===== config.mk =====
export PLATFORM = sky130hd
export DESIGN_NAME = tank_tune_ctrl_flat
export DESIGN_NICKNAME = d
export VERILOG_FILES = /design/src/rtl/tank_tune_if.sv /design/src/rtl/tank_tune_ctrl.sv /design/src/flat_wrapper.sv
export SDC_FILE = /design/constraint.sdc
export NUM_CORES = 1
export LEC_CHECK = 0
export CAP_MARGIN = 0
export CORE_ASPECT_RATIO = 1.5
export CORE_UTILIZATION = 50
export DETAILED_ROUTE_END_ITERATION = 10
export GPL_TIMING_DRIVEN = 0
export HOLD_SLACK_MARGIN = 0.02
export PLACE_DENSITY_LB_ADDON = 0.15
export SYNTH_ARGS = -nofsm -noshare
export SYNTH_HDL_FRONTEND = slang
export SYNTH_SLANG_ARGS = --single-unit

===== constraint.sdc =====
create_clock -name clk -period 2.2 [get_ports clk]
set_input_delay 0.33 -clock clk [delete_from_list [all_inputs] [get_ports clk]]
set_output_delay 0.33 -clock clk [all_outputs]
set_load 0.005 [all_outputs]

===== src/rtl/tank_tune_if.sv =====
// Bundle of the sweep controls, the ADC envelope stream and the cap-bank outputs.
// The master side drives the controls and samples; the slave side is the sequencer.
interface tank_tune_if #(
    parameter int CODE_W = 5,
    parameter int AMP_W  = 12
);
    logic              start;
    logic              abort;
    logic              amp_valid;
    logic [AMP_W-1:0]  amp_sample;
    logic [CODE_W-1:0] cap_code;
    logic              busy;
    logic              done;
    logic              err;
    logic [CODE_W-1:0] best_code;
    logic [AMP_W-1:0]  best_amp;

    modport master (
        output start,
        output abort,
        output amp_valid,
        output amp_sample,
        input  cap_code,
        input  busy,
        input  done,
        input  err,
        input  best_code,
        input  best_amp
    );

    modport slave (
        input  start,
        input  abort,
        input  amp_valid,
        input  amp_sample,
        output cap_code,
        output busy,
        output done,
        output err,
        output best_code,
        output best_amp
    );
endinterface


===== src/rtl/tank_tune_ctrl.sv =====
// LC-tank calibration sequencer: sweeps every cap-bank code, settles, takes the
// peak envelope over a window of ADC samples and applies the code of maximum gain.
module tank_tune_ctrl #(
    parameter int CODE_W     = 5,
    parameter int AMP_W      = 12,
    parameter int SETTLE_CYC = 1000,
    parameter int MEAS_LOG2  = 6,
    parameter int MIN_AMP    = 64,
    parameter int RESET_CODE = 16
) (
    input  logic      clk,
    input  logic      rst,
    tank_tune_if.slave tt
);

    localparam int SET_W = $clog2(SETTLE_CYC + 1);
    localparam int SMP_W = MEAS_LOG2 + 1;

    localparam logic [SET_W-1:0]  SET_INIT = SET_W'(SETTLE_CYC);
    localparam logic [SET_W-1:0]  SET_ONE  = SET_W'(1);
    localparam logic [SMP_W-1:0]  SMP_LAST = SMP_W'((1 << MEAS_LOG2) - 1);
    localparam logic [CODE_W-1:0] CODE_MAX = '1;
    localparam logic [CODE_W-1:0] RST_CODE = CODE_W'(RESET_CODE);

    typedef enum logic [2:0] {
        S_IDLE,
        S_SETTLE,
        S_MEASURE,
        S_EVAL,
        S_APPLY
    } state_t;

    state_t            state_q,     state_d;
    logic [CODE_W-1:0] code_q,      code_d;
    logic [CODE_W-1:0] save_q,      save_d;
    logic [CODE_W-1:0] best_code_q, best_code_d;
    logic [AMP_W-1:0]  best_amp_q,  best_amp_d;
    logic [AMP_W-1:0]  peak_q,      peak_d;
    logic [SET_W-1:0]  settle_q,    settle_d;
    logic [SMP_W-1:0]  smp_q,       smp_d;
    logic              busy_q,      busy_d;
    logic              done_q,      done_d;
    logic              err_q,       err_d;

    // Next-state and next-output logic; abort overrides every busy transition.
    always_comb begin
        state_d     = state_q;
        code_d      = code_q;
        save_d      = save_q;
        best_code_d = best_code_q;
        best_amp_d  = best_amp_q;
        peak_d      = peak_q;
        settle_d    = settle_q;
        smp_d       = smp_q;
        busy_d      = busy_q;
        done_d      = 1'b0;
        err_d       = err_q;

        unique case (state_q)
            S_IDLE: begin
                if (tt.start) begin
                    state_d     = S_SETTLE;
                    save_d      = code_q;
                    code_d      = '0;
                    best_amp_d  = '0;
                    best_code_d = '0;
                    err_d       = 1'b0;
                    settle_d    = SET_INIT;
                    busy_d      = 1'b1;
                end
            end
            S_SETTLE: begin
                settle_d = settle_q - SET_ONE;
                if (settle_q == SET_ONE) begin
                    state_d = S_MEASURE;
                    peak_d  = '0;
                    smp_d   = '0;
                end
            end
            S_MEASURE: begin
                if (tt.amp_valid) begin
                    if (tt.amp_sample > peak_q) begin
                        peak_d = tt.amp_sample;
                    end
                    smp_d = smp_q + SMP_W'(1);
                    if (smp_q == SMP_LAST) begin
                        state_d = S_EVAL;
                    end
                end
            end
            S_EVAL: begin
                // Strict compare so a tie keeps the lower code found first.
                if (peak_q > best_amp_q) begin
                    best_amp_d  = peak_q;
                    best_code_d = code_q;
                end
                if (code_q == CODE_MAX) begin
                    state_d = S_APPLY;
                end else begin
                    code_d   = code_q + CODE_W'(1);
                    settle_d = SET_INIT;
                    state_d  = S_SETTLE;
                end
            end
            S_APPLY: begin
                code_d  = best_code_q;
                err_d   = (int'(best_amp_q) < MIN_AMP);
                done_d  = 1'b1;
                busy_d  = 1'b0;
                state_d = S_IDLE;
            end
            default: begin
                state_d = S_IDLE;
                busy_d  = 1'b0;
            end
        endcase

        // Cancel restores the pre-sweep code and freezes the partial results.
        if (tt.abort && (state_q != S_IDLE)) begin
            state_d     = S_IDLE;
            code_d      = save_q;
            best_code_d = best_code_q;
            best_amp_d  = best_amp_q;
            err_d       = err_q;
            busy_d      = 1'b0;
            done_d      = 1'b0;
        end
    end

    // State and output registers with synchronous reset.
    always_ff @(posedge clk) begin
        if (rst) begin
            state_q     <= S_IDLE;
            code_q      <= RST_CODE;
            save_q      <= '0;
            best_code_q <= '0;
            best_amp_q  <= '0;
            peak_q      <= '0;
            settle_q    <= '0;
            smp_q       <= '0;
            busy_q      <= 1'b0;
            done_q      <= 1'b0;
            err_q       <= 1'b0;
        end else begin
            state_q     <= state_d;
            code_q      <= code_d;
            save_q      <= save_d;
            best_code_q <= best_code_d;
            best_amp_q  <= best_amp_d;
            peak_q      <= peak_d;
            settle_q    <= settle_d;
            smp_q       <= smp_d;
            busy_q      <= busy_d;
            done_q      <= done_d;
            err_q       <= err_d;
        end
    end

    assign tt.cap_code  = code_q;
    assign tt.busy      = busy_q;
    assign tt.done      = done_q;
    assign tt.err       = err_q;
    assign tt.best_code = best_code_q;
    assign tt.best_amp  = best_amp_q;

endmodule


===== src/flat_wrapper.sv =====
// flat-port wrapper written by rule: the top's interface ports become plain ports
module tank_tune_ctrl_flat 
#(
    parameter int CODE_W     = 5,
    parameter int AMP_W      = 12,
    parameter int SETTLE_CYC = 1000,
    parameter int MEAS_LOG2  = 6,
    parameter int MIN_AMP    = 64,
    parameter int RESET_CODE = 16
)
  (clk, rst, tt_start, tt_abort, tt_amp_valid, tt_amp_sample, tt_cap_code, tt_busy, tt_done, tt_err, tt_best_code, tt_best_amp);
  tank_tune_if #(.CODE_W(CODE_W), .AMP_W(AMP_W)) tt_i ();
  input  logic clk;
  input  logic rst;
  input wire logic [$bits(tt_i.start)-1:0] tt_start;
  input wire logic [$bits(tt_i.abort)-1:0] tt_abort;
  input wire logic [$bits(tt_i.amp_valid)-1:0] tt_amp_valid;
  input wire logic [$bits(tt_i.amp_sample)-1:0] tt_amp_sample;
  output wire logic [$bits(tt_i.cap_code)-1:0] tt_cap_code;
  output wire logic [$bits(tt_i.busy)-1:0] tt_busy;
  output wire logic [$bits(tt_i.done)-1:0] tt_done;
  output wire logic [$bits(tt_i.err)-1:0] tt_err;
  output wire logic [$bits(tt_i.best_code)-1:0] tt_best_code;
  output wire logic [$bits(tt_i.best_amp)-1:0] tt_best_amp;
  assign tt_i.start = tt_start;
  assign tt_i.abort = tt_abort;
  assign tt_i.amp_valid = tt_amp_valid;
  assign tt_i.amp_sample = tt_amp_sample;
  assign tt_cap_code = tt_i.cap_code;
  assign tt_busy = tt_i.busy;
  assign tt_done = tt_i.done;
  assign tt_err = tt_i.err;
  assign tt_best_code = tt_i.best_code;
  assign tt_best_amp = tt_i.best_amp;
  tank_tune_ctrl #(.CODE_W(CODE_W), .AMP_W(AMP_W), .SETTLE_CYC(SETTLE_CYC), .MEAS_LOG2(MEAS_LOG2), .MIN_AMP(MIN_AMP), .RESET_CODE(RESET_CODE)) u_core (.clk(clk), .rst(rst), .tt(tt_i));
endmodule

== Word level (Yosys, flattened, before mapping) ==
Cells that the tools add are included.

* Bits in registers: 62
* Input port bits: 17
* Output and inout bits: 25
* Logic and storage cells: 84

* Add/subtract/negate cells: 3
* $lt $le $gt $ge: 3
* Equal/unequal tests: 16
* Mux-type cells: 30
* Bitwise operators: 2
* Reduce and logical (&&, ||, !) cells: 19

{| class="wikitable"
|+ Operators with widths
! cell !! count
|-
| 12-bit two-way mux || 5
|-
| 12-bit one-hot mux with 2 select lines || 2
|-
| 10-bit one-hot mux with 3 select lines || 1
|-
| 12-bit > comparator || 2
|-
| 10-bit two-way mux || 2
|-
| 5-bit two-way mux || 4
|-
| 3-bit two-way mux || 5
|-
| 5-bit one-hot mux with 3 select lines || 1
|-
| 7-bit two-way mux || 2
|-
| 7-bit one-hot mux with 2 select lines || 1
|-
| 12-bit by 7-bit < comparator with 1-bit output (second input constant) || 1
|-
| 3-bit one-hot mux with 4 select lines || 1
|-
| 3-bit AND reduction || 4
|-
| 4-bit AND reduction || 3
|-
| 10-bit by 1-bit equality test with 1-bit output (second input constant) || 1
|-
| 5-bit one-hot mux with 2 select lines || 1
|-
| 10-bit by 1-bit subtractor with 10-bit output (second input constant) || 1
|-
| 2-bit by 1-bit inequality test with 1-bit output (second input constant) || 4
|-
| 7-bit by 1-bit adder with 7-bit output (second input constant) || 1
|-
| 7-bit by 6-bit equality test with 1-bit output (second input constant) || 1
|-
| 3-bit by 2-bit equality test with 1-bit output (second input constant) || 2
|-
| 2-bit inequality test (second input constant) || 3
|-
| 2-bit nonzero test || 3
|-
| 3-bit nonzero test || 2
|-
| 15 further kinds || 20
|}

== Logic depth before layout (Yosys ltp) ==
Gate-level depths: netlist (run 1).

* Depth in word-level cells: 4
* Gate-level depth with buffers: 10
* Gate-level depth less buffers: 9

== Worst setup path after synthesis (run 1) ==
OpenSTA, ideal clock, no wires.

* Kind: reg-to-reg
* Start: register u_core.code_q[0], in the netlist u_core.tt.cap_code[0]
* End: register u_core.settle_q[4]
* Library setup time: 116 ps
* Data arrival time: 2,019 ps
* Setup slack: 65 ps
* Cell stages (with the launch flop): 10
* Buffers on the path: 0
* Cells stage by stage: dfxtp_1 ha_1 and3_1 ha_1 a21bo_2 a21oi_2 nand2_1 or3_1 xor2_1 nor2_1

* Cells in the longest elaborated chain, start to end: 3

{| class="wikitable"
|+ Ends and longest elaborated chain
! what !! line !! source
|-
| from (decl) || tank_tune_ctrl.sv:34 || <nowiki>logic [CODE_W-1:0] code_q, code_d;</nowiki>
|-
| from (signal assigned) || tank_tune_ctrl.sv:146 || <nowiki>code_q <= code_d;</nowiki>
|-
| 5-bit equality test || tank_tune_ctrl.sv:97 || <nowiki>if (code_q == CODE_MAX) begin</nowiki>
|-
| 2-bit inequality test (no source line) || - ||
|-
| 3-bit AND reduction (no source line) || - ||
|-
| to (signal assigned) || tank_tune_ctrl.sv:151 || <nowiki>settle_q <= settle_d;</nowiki>
|-
| to (decl) || tank_tune_ctrl.sv:39 || <nowiki>logic [SET_W-1:0] settle_q, settle_d;</nowiki>
|}

No other way between the ends.
A chain may end at the register's enable or synchronous reset.

== Worst setup path after layout (run 1) ==
* Start: input tt_amp_sample[7]
* End: register u_core.peak_q[1]

* Cells in the longest elaborated chain, start to end: 3

{| class="wikitable"
|+ Ends and longest elaborated chain
! what !! line !! source
|-
| from (decl) || flat_wrapper.sv:18 || <nowiki>input wire logic [$bits(tt_i.amp_sample)-1:0] tt_amp_sample;</nowiki>
|-
| 12-bit > comparator || tank_tune_ctrl.sv:82 || <nowiki>if (tt.amp_sample > peak_q) begin</nowiki>
|-
| 2-bit by 1-bit inequality test with 1-bit output (no source line) || - ||
|-
| 4-bit AND reduction (no source line) || - ||
|-
| to (signal assigned) || tank_tune_ctrl.sv:150 || <nowiki>peak_q <= peak_d;</nowiki>
|-
| to (decl) || tank_tune_ctrl.sv:38 || <nowiki>logic [AMP_W-1:0] peak_q, peak_d;</nowiki>
|}

No other way between the ends.

==> out/results.txt, run 1 <==
status = complete, no violations
CP startpoint = tt_amp_sample[7]
Chip Height = 100.4 um
deepest clock path buffer count = 2
initial cell density of the core = 52.28%
Mapped Nets = 402
worst reg2reg startpoint = u_core.peak_q[4]
worst slew pin tran = 0.6813 ns
worst-path cell chain = clkdlybuf4s50_1, ha_1, and2_1, a221o_1, nand2_1, o2111ai_2, and3_4, buf_4, a22o_1
CP Class = primary input to flip-flop
clock-pin slew on the worst setup and hold paths = 0.07 ns
overall global routing resource usage = 24.50%
DRC viols = 0
Slew HR = 54.31%
Max Cap Viol = 0
Hold Path Class = primary input to flip-flop
fin crit period = 2.184 ns
Seq cells post-synth = 62
CP top delay family = compound AO/OA/AOI/OAI gates
Setup Slack @ Placement = -0.4410 ns
number of diodes = 0
share of layout cells above drive strength 1 = 17.18%
grt ovf = 0
vias in the first global route = 2,758
most common cell after layout, fill and taps aside = dfxtp_1
setup TNS = 0 ns
r2r endpoint = u_core.peak_q[1]
vias = 2,897
Worst R2R Setup Slack = 0.03 ns
die area = 6788 um2
Placement Rows = 35
layout filler cell count = 523
initial DRC count = 173
CTS H-tree lvls = 3
CTS tree = built
CP arrival = 2.41 ns
met2 routed WL = 4419 um
worst path bufs/invs = 2
IO buf count = 40
final setup vio count = 0
Final Worst Setup Slack = 0.01588 ns
switching share of power = 25.82%
pwr/cell area = 629.8 nW/um2
Detailed Routing Iterations Pass 1 = 5
clock latency on the worst-skew pair = 0.34 ns
Yosys top cell by area = dfxtp_1
Ports = 42
fmax = 457.9 MHz
M1 WL = 3205 um
most common flop cell mapped by yosys = dfxtp_1
synthesized area = 3228 um2
CP max FO = 10
Area contributors post-synth = dfxtp_1, ha_1, a22o_1
cts bufs inserted = 9
Tcrit/Tclk final = 99.28%
fin nets = 466
clk sinks = 62
drt total wl = 8062 um
CP Capture Type = flip-flop
clk root buf = clkbuf_8
hold buffers post-CTS = 0
Max VDD drop = 0.0003966 V
pin count of the biggest net entering global routing = 17
met3 WL post-DR = 281 um
register area share after synthesis = 38.45%
post-synthesis cell type count = 55
cell count after synthesis = 356
critical path's largest stage delay = 0.48 ns
worst endpoint required time = 2.43 ns
critical path depth = 9
Hold WS = 0.3143 ns
Yosys top cell area share = 38.45%
CP Launch Type = primary input
placed wire-length estimate = 5562 um
slowest CP cell = clkdlybuf4s50_1
antenna violations before repair = 0
Hold Violations, Final = 0
Routed Antenna Nets = 0
R2R depth = 9
Comb power frac = 13.4%
Leak Pwr = 1.637 nW
die width = 67.61 um
max-slew violations = 0
core area = 6175 um2
NetSw = 684.1 uW
syn_area_per_cell = 9.068 um2
Routed WL per cell = 16.16 um
Int Power = 1.965 mW
first-pass GRT wire length = 12,560 um
GP Congestion = 0.8079
EDFF count, synth = 0
sequential power share = 45.3%
asr flop ratio synth = 0%
Clk pwr share = 41.3%
max layer used = met4
termination of the worst setup path = u_core.peak_q[1]
most frequent cells in the layout = dfxtp_1, clkdlybuf4s50_1, nor2_1
DR vias/cell = 5.806
skew final = 0.005237 ns
Area growth syn-to-layout = 30.31%
yosys warns = 0
==> flip-flops by register name, indices dropped and copies added, names as in the netlist, 3 cells and up <==
name and cells:
u_core.state_q 3, u_core.peak_q 12, u_core.settle_q 10, u_core.smp_q 7
u_core.tt.best_code 5, u_core.tt.cap_code 5, u_core.tt.best_amp 12, u_core.save_q 5
==> area by class of cell <==
cell class                      instances  area, um2  share of cell area (%)
Clock inverter                          6      86.33                   2.052
Sequential cell                        62       1260                   29.95
Buffer                                 13      81.33                   1.933
Clock buffer                           10      127.6                   3.034
Multi-Input combinational cell        251       1938                   46.07
Tap cell                               74      92.59                   2.201
Timing Repair Buffer                   55      515.5                   12.25
Inverter                               28      105.1                   2.499
==> power groups by stage <==
stage	combinational [mW]	sequential, mW	clock (mW)
2_1_floorplan	0.208	1.21	0
3_3_place_gp	0.298	1.22	0
3_5_place_dp	0.304	1.22	0
4_1_cts	0.323	1.20	1.11
5_1_grt	0.390	1.21	1.16
6_report	0.355	1.20	1.09
==> worst min path at each step <==
stage	startpoint	to	cells after the start
2_1_floorplan	u_core.save_q[0]	u_core.save_q[0]	2
3_3_place_gp	u_core.save_q[1]	u_core.save_q[1]	2
3_5_place_dp	u_core.tt.best_amp[5]	u_core.tt.best_amp[5]	1
4_1_cts	tt_abort	u_core.tt.done	2
5_1_grt	tt_amp_sample[5]	u_core.peak_q[5]	2
6_report	tt_amp_sample[5]	u_core.peak_q[5]	2
==> layer usage <==
metal | vias up | GRT usage (%)
li1 | 1408 | -
met1 | 1407 | 27.20
met2 | 66 | 44.17
met3 | 16 | 5.455
met4 | 0 | 8.183
met5 | - | 0
==> repair_timing <==
| item | in CTS | in global routing |
|---|---|---|
| setup buffers | 6 | 9 |
| pin swaps | 3 | 9 |
| setup endpoints to repair | 32 | 35 |
| gates resized for setup | 12 | 27 |
==> through the flow <==
step | area (um2) | utilization, % | std cells | power [mW]
final | 4207 | 68.13 | 499 | 2.649
after floorplan | 3228 | - | 356 | 1.421
after detailed placement | 3721 | 60.26 | 470 | 1.524
after CTS | 4018 | 65.07 | 490 | 2.633
after global placement | 3721 | 60.26 | 470 | 1.516
after global routing | 4207 | 68.13 | 499 | 2.752
==> synth_stat cells (all sizes together) (2+ instances only) <==
master and instances:
dfxtp 62, nor2 31, ha 29, a22o 28
inv 28, nand2 28, a21oi 24, nand4 11
nor3 9, xor2 9, buf 8, nand3 8
xnor2 8, clkbuf 7, o21ai 7, and3 5
mux2i 5, a21o 4, nand2b 4, nor4 4
a211o 3, a211oi 3, a221oi 3, or3 3
and2 2, nor2b 2, nor3b 2
==> worst register-to-register path: cells and delay by family, from the launching register on <==
kind / cells / cell delay (ns)
AND/OR/NAND/NOR: 2 / 0.33
adder cells (fa/ha/maj): 1 / 0.18
AO/OA/AOI/OAI: 4 / 0.88
flip-flops: 1 / 0.43
buffers and inverters: 2 / 0.25
==> kinds of logic after synthesis <==
| kind of cell | count (synthesis) | share of synthesized area (%) |
|---|---|---|
| multiplexers | 5 | 1.550 |
| XOR/XNOR | 17 | 4.613 |
| flip-flops | 62 | 38.45 |
| AND/OR/NAND/NOR | 114 | 18.22 |
| adder cells (fa/ha/maj) | 29 | 11.24 |
| AO/OA/AOI/OAI | 86 | 19.88 |
| buffers and inverters | 43 | 6.046 |
Note: power is estimated with default switching activity, not from simulation.
==> run 2, diff against run 1 <==
Settings changed: SKIP_CTS_REPAIR_TIMING from default to 1.
==> run 2 against run 1 <==
Register-to-register slack gained 0.04 ns. Fmax is 2.5% higher. Final cell count grew 0.20%. Critical path depth grew 1. Global-route usage down 0.35 points. Clock skew about the same. Clock-buffer cell count did not move. Sequential cell count unchanged. Sequential power hardly changed. Combinational power is essentially flat. Largest cell class unchanged.
==> out/results.txt, run 2 (synthesized netlist as in run 1, its figures left out) <==
first-pass GRT wire length = 12,410 um
die area = 6788 um2
fmax = 469.4 MHz
IO buf count = 40
grt ovf = 0
antenna violations before repair = 0
Area growth syn-to-layout = 30.93%
GP Congestion = 0.8079
CP startpoint = u_core.tt.cap_code[0]
layout filler cell count = 522
Setup Slack @ Placement = -0.4410 ns
CTS H-tree lvls = 3
Register Area = 1260 um2
grt met3 use = 5.114%
Leak Pwr = 1.635 nW
deepest clock path buffer count = 2
CP Class = flip-flop to flip-flop
area of the multi-input gates = 1942 um2
worst slew pin tran = 0.6719 ns
r2r endpoint = u_core.settle_q[8]
Post-Route Utilization = 68.45%
Worst R2R Setup Slack = 0.07 ns
fin crit period = 2.130 ns
setup TNS = 0 ns
termination of the worst setup path = u_core.settle_q[8]
max-slew violations = 0
Hold Path Class = primary input to flip-flop
DR vias/cell = 5.826
initial cell density of the core = 52.28%
core area = 6175 um2
CP arrival = 2.34 ns
cts bufs inserted = 9
Ports = 42
skew final = 0.005506 ns
vias in the first global route = 2,704
R2R depth = 10
drt total wl = 8089 um
worst reg2reg startpoint = u_core.tt.cap_code[0]
DRC viols = 0
Max VDD drop = 0.0003958 V
vias = 2,913
Tcrit/Tclk final = 96.84%
pwr/cell area = 627.9 nW/um2
overall global routing resource usage = 24.15%
clock latency on the worst-skew pair = 0.34 ns
Non-Filler Cell Area, Final = 4227 um2
met1 GRT Util = 27.62%
placed wire-length estimate = 5562 um
Max Cap Viol = 0
die width = 67.61 um
CP max FO = 7
pin count of the biggest net entering global routing = 12
CP Launch Type = flip-flop
placed cell area = 3721 um2
fin nets = 467
worst endpoint required time = 2.41 ns
Placement Rows = 35
Chip Height = 100.4 um
Final Worst Setup Slack = 0.06951 ns
Slew HR = 54.94%
GRT busiest layer = met2
Routed WL per cell = 16.18 um
clk sinks = 62
status = complete, no violations
number of diodes = 0
clock-pin slew on the worst setup and hold paths = 0.07 ns
most common cell after layout, fill and taps aside = dfxtp_1
Finished Layout Cells = 500
Routed Antenna Nets = 0
Detailed Routing Iterations Pass 1 = 4
most frequent cells in the layout = dfxtp_1, clkdlybuf4s50_1, nor2_1
placed cell count = 470
GR Util met2 = 43.11%
share of layout cells above drive strength 1 = 17.61%
initial DRC count = 171
Hold Violations, Final = 0
CP Capture Type = flip-flop
clk root buf = clkbuf_8
final setup vio count = 0
CTS tree = built
## run 2: final cells by class
class                   count  share of cell area, %
plain buffers              14                  2.368
clock buffers              10                  3.020
clock inverters             6                  2.043
inverters                  28                  2.487
multi-input cells         251                  45.94
flip-flops and latches     62                  29.81
well taps                  74                  2.191
repair buffers             55                  12.14
## run 2: critical path, cell delays in order (launching register included)
cell	delay, ns
dfxtp_4	0.37
ha_1	0.22
and3_4	0.19
ha_4	0.17
a21bo_2	0.23
a21oi_4	0.22
nand2_2	0.10
buf_4	0.15
nor2_1	0.12
xnor2_1	0.14
a21oi_1	0.09
## run 2: routing by layer
metal | routed length [um] | vias to the layer above
met4 | 134 | 0
met2 | 4497 | 57
met3 | 262 | 10
met5 | 0 | -
met1 | 3195 | 1441
li1 | - | 1405
## run 2: worst min path at each step
stage                     cells after the start  slack (ns)             startpoint                    end
after global placement                        2        0.48       u_core.save_q[1]       u_core.save_q[1]
after detailed placement                      1        0.48  u_core.tt.best_amp[5]  u_core.tt.best_amp[5]
after CTS                                     2        0.40               tt_abort         u_core.tt.done
final                                         2        0.42               tt_abort         u_core.tt.done
after global routing                          2        0.46               tt_abort         u_core.tt.done
after floorplan                               2        0.46       u_core.save_q[0]       u_core.save_q[0]
## run 2: per-stage QoR
stage | hold slack [ns] | total power [mW]
after global routing | 0.4575 | 2.756
after global placement | 0.4773 | 1.516
after floorplan | 0.4611 | 1.421
after detailed placement | 0.4833 | 1.524
final | 0.4156 | 2.654
after CTS | 0.3985 | 2.611
## run 2: power by group
| group | internal [mW] | leakage [nW] | switching (mW) |
|---|---|---|---|
| logic | 0.176 | 1.02 | 0.182 |
| clock network | 0.636 | 0.106 | 0.460 |
| registers | 1.16 | 0.509 | 0.0446 |
==> run 3, diff against run 2 <==
Settings changed: CORE_ASPECT_RATIO 1.5 to 0.5.
==> run 3 against run 2 <==
Highest routed layer unchanged. Largest cell class unchanged. Worst hold slack worse by 0.071 ns. Final cell count is 2.4% higher. Critical path depth is 1 lower. Critical endpoint is now u_core.settle_q[5]. Critical path type unchanged.
==> out/results.txt, run 3 (synthesized netlist as in run 1, its figures left out) <==
fin nets = 466
DRC viols = 0
status = complete, no violations
initial cell density of the core = 52.44%
share of layout cells above drive strength 1 = 17.69%
final setup vio count = 0
cts bufs inserted = 9
CP Class = flip-flop to flip-flop
IO buf count = 40
most common cell after layout, fill and taps aside = dfxtp_1
layout filler cell count = 487
die width = 115.6 um
Leak Pwr = 1.713 nW
core area = 6156 um2
Max Cap Viol = 0
vias = 2,927
max-slew violations = 0
clk root buf = clkbuf_16
fmax = 467.8 MHz
Routed Antenna Nets = 0
Register Area = 1257 um2
Routed WL per cell = 15.75 um
clock-pin slew on the worst setup and hold paths = 0.05 ns
antenna violations before repair = 0
hold path startpoint = tt_amp_sample[5]
Detailed Routing Iterations Pass 1 = 5
Placement Rows = 20
clk sinks = 62
worst slew pin tran = 0.6629 ns
CP arrival = 2.33 ns
Chip Height = 58.82 um
RSZ-0062 raised after global routing = true
setup TNS = 0 ns
Ports = 42
Non-Filler Cell Area, Final = 4372 um2
deepest clock path buffer count = 2
Slew HR = 55.54%
first-pass GRT wire length = 11,950 um
drt total wl = 8063 um
fin crit period = 2.138 ns
pin count of the biggest net entering global routing = 11
CP startpoint = u_core.tt.cap_code[0]
grt ovf = 0
die area = 6801 um2
clock latency on the worst-skew pair = 0.33 ns
GP Congestion = 0.7827
worst endpoint required time = 2.40 ns
CP Launch Type = flip-flop
skew final = 0.004378 ns
Hold Path Class = primary input to flip-flop
Tcrit/Tclk final = 97.18%
DR vias/cell = 5.717
most frequent cells in the layout = dfxtp_1, clkdlybuf4s50_1, nor2_1
initial DRC count = 177
overall global routing resource usage = 23.40%
Max VDD drop = 0.0004565 V
Hold WS = 0.3448 ns
number of diodes = 0
Area growth syn-to-layout = 35.43%
worst reg2reg startpoint = u_core.tt.cap_code[0]
pwr/cell area = 665.6 nW/um2
CTS tree = built
CTS H-tree lvls = 3
CP Capture Type = flip-flop
Tot Pwr = 2.910 mW
placed cell area = 3739 um2
vias in the first global route = 2,585
area of the multi-input gates = 1964 um2
CP max FO = 7
Hold Violations, Final = 0
placed wire-length estimate = 5457 um
## run 3: power by group
group          internal [mW]  switching (mW)
logic                  0.187           0.183
clock network          0.878           0.459
registers               1.16          0.0420
## run 3: final cells by class
type                            instances  area share [%]
Tap cell                               88           2.519
Sequential cell                        62           28.76
Timing Repair Buffer                   54           12.42
Buffer                                 14           2.376
Multi-Input combinational cell        251           44.93
Inverter                               28           2.404
Clock buffer                           15           6.583
## run 3: final timing paths
check / slack, ns / cells past startpoint / to
setup / recovery: 0.06 / 9 / u_core.settle_q[5]
hold / removal: 0.34 / 2 / u_core.peak_q[5]
setup reg to reg: 0.06 / 9 / u_core.settle_q[5]
hold reg to reg: 0.50 / 1 / u_core.tt.best_amp[9]
## run 3: per-layer routing
metal  global-route usage, %  up-vias  share of wire, %
li1                        -     1408                 -
met1                   29.91     1435                46
met2                   38.92       74                49
met3                   6.900       10               4.1
met4                   6.593        0               1.2
met5                       0        -                 0
## run 3: critical path, cell delays in order, from the launching register on
cell     delay [ns]
dfxtp_4        0.36
ha_1           0.22
and3_1         0.21
ha_4           0.18
a21bo_2        0.24
a21oi_4        0.21
nand3_2        0.18
nor4_4         0.18
xnor2_1        0.15
a21oi_1        0.08
## run 3: stage by stage
stage | util, % | cells | setup slack (ns)
detailed placement | 60.73 | 484 | -0.4431
floorplan | - | 356 | 0.06479
CTS | 65.41 | 499 | -0.1897
global placement | 60.73 | 484 | -0.4209
finish | 71.02 | 512 | 0.06214
global route | 71.02 | 512 | -0.05471
